[config.mk]
export PLATFORM = sky130hd
export DESIGN_NAME = lab_exam
export DESIGN_NICKNAME = d
export VERILOG_FILES = /design/src/rtl/lab_exam.sv
export SDC_FILE = /design/constraint.sdc
export NUM_CORES = 1
export LEC_CHECK = 0
export BUFFER_PORTS_ARGS = -buffer_cell sky130_fd_sc_hd__buf_2
export CAP_MARGIN = 20
export CORE_MARGIN = 10
export CORE_UTILIZATION = 35
export CTS_CLUSTER_DIAMETER = 30
export DETAILED_ROUTE_END_ITERATION = 8
export SLEW_MARGIN = 20
export SYNTH_ARGS = -nofsm -noshare
export SYNTH_HDL_FRONTEND = slang
export SYNTH_SLANG_ARGS = --single-unit
[constraint.sdc]
create_clock -name Clk -period 3.08 [get_ports Clk]
set_clock_uncertainty 0.05 [all_clocks]
set_input_delay 0.308 -clock Clk [delete_from_list [all_inputs] [get_ports Clk]]
set_output_delay 0.308 -clock Clk [all_outputs]
set_load 0.02 [all_outputs]
[src/rtl/lab_exam.sv]
// ---------------------------------------------------------------------------
// lab_exam: go-triggered saturating up-counter with a done flag.
//
// A start request (go=1) seen in IDLE clears the counter and enters RUN.
// In RUN the counter advances by STEP on every rising edge and clamps at
// LIMIT; reaching LIMIT moves to DONE. DONE holds done=1 until go is
// released, then returns to IDLE. The count value is kept in IDLE until the
// next start clears it.
//
// Parameters:
//   LIMIT        terminal count, 1..127
//   STEP         increment per RUN cycle, 1..127
// Ports:
//   Clk          system clock, rising edge
//   Rst          asynchronous active-low reset
//   go           start request / release, level sensitive
//   count        registered 7-bit counter value
//   done         high only in DONE (decoded from the state register)
//   dbg_state_o  current state for checkers: 0=IDLE, 1=RUN, 2=DONE
// ---------------------------------------------------------------------------
module lab_exam #(
  parameter int LIMIT = 100,
  parameter int STEP  = 1
) (
  input  logic       Clk,
  input  logic       Rst,
  input  logic       go,
  output logic [6:0] count,
  output logic       done,
  output logic [1:0] dbg_state_o
);

  typedef enum logic [1:0] {
    IDLE = 2'd0,
    RUN  = 2'd1,
    DONE = 2'd2
  } state_e;

  localparam logic [7:0] LIMIT_W = 8'(LIMIT);
  localparam logic [7:0] STEP_W  = 8'(STEP);
  localparam logic [6:0] LIMIT_C = 7'(LIMIT);

  state_e     state_q;
  logic [6:0] count_q;
  logic [7:0] sum_d;

  // One extra bit so count+STEP can never wrap before the LIMIT compare.
  always_comb begin
    sum_d = {1'b0, count_q} + STEP_W;
  end

  always_ff @(posedge Clk or negedge Rst) begin
    if (!Rst) begin
      state_q <= IDLE;
      count_q <= '0;
    end else begin
      case (state_q)
        IDLE: begin
          if (go) begin
            count_q <= '0;
            state_q <= RUN;
          end
        end
        RUN: begin
          // go is deliberately ignored here: a started count always completes.
          if (sum_d >= LIMIT_W) begin
            count_q <= LIMIT_C;
            state_q <= DONE;
          end else begin
            count_q <= sum_d[6:0];
          end
        end
        DONE: begin
          // Holding go keeps us here, so a new run needs a go=0 edge first.
          if (!go) begin
            state_q <= IDLE;
          end
        end
        default: begin
          state_q <= IDLE;
          count_q <= '0;
        end
      endcase
    end
  end

  assign count       = count_q;
  assign done        = (state_q == DONE);
  assign dbg_state_o = state_q;

endmodule

# Word-level counts from Yosys, hierarchy flattened
# Cells that the tools add are included.
# op_classes
add_sub_neg	1
order_cmp	1
eq_ne	5
muxes	7
bitwise	1
reduce_logical	3
# ops
cell	n
$pmux W7 S3	1
$mux W7	2
$add A7 B1 Y8 const B	1
$ge A8 B7 Y1 const B	1
$mux W2	3
$ne A2 B2 Y1 const B	3
$pmux W2 S3	1
$reduce_and A3 Y1	1
$eq A2 B1 Y1 const B	1
$eq A2 B2 Y1 const B	1
$logic_not A2 Y1	1
$reduce_and A2 Y1	1
$not A1 Y1	1
# word_totals
register_bits	9
out_inout_bits	10
elab_cells	20

# Depth between registers and ports, before layout
# depth
word_depth	4
ltp_mapped	7
ltp_nobuf	6

# Least setup slack after synthesis
# OpenSTA, ideal clock, no wires.
# synth_path
path_type	register to register
from	register count_q[0], in the netlist count[0]
to	register count_q[2], in the netlist count[2]
setup_ps	73
arrival_time_ps	1676
path_slack_ps	1281
path_stages_with_launch	7
path_buffers	0
synth_period_minus_slack_ps	1799
cell_sequence	dfrtp_1 ha_1 nor4_1 a31oi_1 nand4b_1 a41o_1 a21oi_2
# synth_via
elab_chain_len	4
# synth_rtl
element	line	text
from (decl)	44	logic [6:0] count_q;
from (signal assigned)	70	count_q <= sum_d[6:0];
$add A7 B1 Y8 (*)	49	sum_d = {1'b0, count_q} + STEP_W;
$ge A8 B7 Y1	66	if (sum_d >= LIMIT_W) begin
$mux W7 (*)	66	
$pmux W7 S3 (*)	57	case (state_q)
# Every way passes the cells marked *; elsewhere a longest branch is shown, timed or not.
# A chain may end at the register's enable or synchronous reset.

# Worst setup path after layout
# layout_path
from	register count_q[0], in the netlist count[0]
to	register count_q[3], in the netlist count[3]
# The elaborated chain is that of the path after synthesis.

==> flow_metrics.tcl <==
set metrics [dict create \
    fillCellCount 153 \
    p_int_w 0.000355 \
    wl_per_cell_um 13.7 \
    cts_max_level 1 \
    multi_input_area_um2 334 \
    die_area_mm2 0.00366 \
    synth.distinct_cells 28 \
    power_density_mw_per_mm2 983 \
    hold_viol_final 0 \
    overflow 0 \
    end_kind "flip-flop" \
    cts_buffers 3 \
    period_minus_slack_ns 1.88 \
    io-pin-count 13 \
    cpMaxStageDelayCell "dfrtp_1" \
    port_buffers 12 \
    dr.pass1.iters 4 \
    grt_max_degree 19 \
    grt_pass1_vias 476 \
    grt_setup_unrepaired "false" \
    peakVddDrop_mv 0.464 \
    p_comb_frac 0.462 \
    die_w_um 60.5 \
    whs_path_depth 2 \
    cts-resized-gates 0 \
    final_core_util 0.443 \
    dpl.hpwl_um 957 \
    ys_seq_elements 9 \
    antenna_left 0 \
    crit_path_max_incr_delay_ns 0.46 \
    syn_inst 64 \
    areaGrowthSynthToFinish_pct 17.9 \
    drtIter0Drc 9 \
    clock_sinks 9 \
    root_buffer "clkbuf_4" \
    outcome "complete, no violations" \
    p_sw_frac 0.466 \
    nNetsFinal 84 \
    cp_max_fo 8 \
    max_freq_mhz 533 \
    p_clk_frac 0.138 \
    grt_usage 0.0721 \
    hold_class "input port to flip-flop" \
    worstSkewPairLatency_ns 0.26 \
    crit_arrival_ns 1.94 \
    clk_path_buf_depth 2 \
    dieHeight_um 60.5 \
    grt_pass1_wl_mm 2.10 \
    synth_seq_area_share 0.393 \
    synth_edf_count 0 \
    path_cells "ha_1 -> nor4_1 -> a31oi_1 -> nand4b_1 -> nand3b_1 -> o22ai_1" \
    r2r_cells 6 \
    antenna_found_initial 0 \
    synth-main-ff-cell "dfrtp_1" \
    tritoncts "built" \
    fin_setup_tns_ns 0 \
    coreArea_mm2 0.00152 \
    num_vias 537 \
    worst_slack_ns 1.20 \
    viasPerCell 5.71 \
    leakagePower_nw 0.331 \
    path_clk_slew_ns 0.06 \
    syn_area_um2 573 \
    finalSetupViolations 0 \
    drc 0 \
    startpoint_type "flip-flop" \
    pwr-share-seq 0.400 \
    dp_slack_ns 1.25 \
    gp_congestion 0.707 \
    fin_crit_sh 0.610 \
    slew_headroom 0.642 \
    worst_pin_slew_ns 0.537 \
    seq_area_um2 225 \
    drv_cap 0 \
    worst-setup-path-type "flip-flop to flip-flop" \
    cp.required_ns 3.14 \
    totalWireLength_mm 1.29 \
    std_cell_rows 14 \
    layout-drive-gt1-share 0.244 \
    async_flop_share 1.00 \
    p_sw_w 0.000309 \
    synthesis.nets 69 \
    antenna_cells 0 \
    synth_area_per_cell_um2 8.95 \
    start_util 0.376 \
    slew_viol_final 0 \
    yosysWarnings 0 \
]
-- metal layers --
layer	part of all wire	vias up	wire length (um)	global-route usage
li1	-	266	-	-
met1	0.46	256	590	0.0858
met2	0.48	13	617	0.122
met3	0.055	2	71	0.0209
met4	0.0093	0	12	0.0219
met5	0	-	0	0
-- what timing repair did --
action / CTS / global route
setup endpoints to repair: 0 / 0
endpoints found under the hold margin: 9 / 0
hold buffers: 1 / 0
setup buffers: 0 / 0
-- path summary, 6_finish.rpt --
check	from	to	slack (ns)
setup reg to reg	count[0]$_DFFE_PN0P_	count[3]$_DFFE_PN0P_	1.20
hold reg to reg	dbg_state_o[1]$_DFFE_PN0P_	dbg_state_o[0]$_DFFE_PN0P_	0.49
hold / removal	go	dbg_state_o[1]$_DFFE_PN0P_	0.24
min in group asynchronous	Rst	dbg_state_o[0]$_DFFE_PN0P_	0.38
setup / recovery	count[0]$_DFFE_PN0P_	count[3]$_DFFE_PN0P_	1.20
max in group asynchronous	Rst	count[2]$_DFFE_PN0P_	2.42
-- registers in the layout (all words and copies together), names as in the netlist --
name         flops
count            7
dbg_state_o      2
-- power by group through the flow --
stage	combinational, W	sequential [W]	clock (W)
detailed placement	0.000309	0.000267	0
CTS	0.000312	0.000265	0.0000949
floorplan	0.000214	0.000280	0
finish	0.000307	0.000266	0.0000914
global route	0.000342	0.000279	0.000101
global placement	0.000311	0.000266	0
-- area by class of cell --
| cell class | count | area share |
|---|---|---|
| Tap cell | 16 | 0.0296 |
| Multi-Input combinational cell | 52 | 0.494 |
| Sequential cell | 9 | 0.333 |
| Clock buffer | 4 | 0.0389 |
| Timing Repair Buffer | 13 | 0.104 |
-- cells in the mapped netlist (all sizes together) (2+ instances only) --
| master | n | share of area |
|---|---|---|
| xnor2 | 3 | 0.059 |
| nand2 | 10 | 0.066 |
| nand3b | 2 | 0.026 |
| nor2 | 3 | 0.020 |
| ha | 2 | 0.044 |
| nand2b | 4 | 0.044 |
| a21oi | 5 | 0.050 |
| nand3 | 4 | 0.035 |
| o21ai | 2 | 0.017 |
| dfrtp | 9 | 0.39 |
| a31oi | 2 | 0.022 |
| o22ai | 4 | 0.044 |
| buf | 2 | 0.017 |
-- cells in the final DEF, fill, tap and decap left out --
master	netlist	layout
nand4b_1	1	1
a41o_1	1	1
nor2_1	3	3
buf_2	2	12
o21ai_0	1	1
nand3_1	4	4
o21bai_1	1	1
a21oi_2	1	1
ha_1	2	2
a21oi_1	4	4
a31o_2	1	1
nand2b_1	4	4
clkbuf_1	1	1
nor4_1	1	1
dfrtp_1	9	9
o21ai_1	1	1
o22ai_1	4	4
a211o_1	1	1
xnor2_1	2	2
a31oi_1	2	2
nand3b_1	2	2
a21o_1	1	1
nor2b_1	1	1
xnor2_2	1	1
dlygate4sd3_1	0	1
o211ai_2	1	1
and3_1	1	1
nand2_1	10	10
a211oi_1	1	1
clkbuf_4	0	3
-- through the flow --
stage / hold WS [ns] / instance area (um2) / total power, W / cells
2_1_floorplan: -0.0376 / 573 / 0.000493 / 64
3_3_place_gp: 0.126 / 639 / 0.000577 / 89
3_5_place_dp: 0.128 / 639 / 0.000576 / 89
4_1_cts: 0.240 / 676 / 0.000672 / 94
5_1_grt: 0.255 / 676 / 0.000721 / 94
6_report: 0.242 / 676 / 0.000664 / 94
-- critical path, delay by kind of cell (launching register included) --
family	cells	cell delay, ns
simple gates	3	0.57
fa+ha+maj	1	0.30
compound gates	2	0.36
flops	1	0.46
-- logic make-up after synthesis --
group	after synthesis	share of synthesized area
DFF	9	0.393
xor gates and xnor gates	3	0.0590
AOI/OAI and AO/OA	20	0.242
adders and majority gates	2	0.0437
buffers and inverters	3	0.0240
and+or+nand+nor	27	0.238
Power figures use the tool's default switching activity.
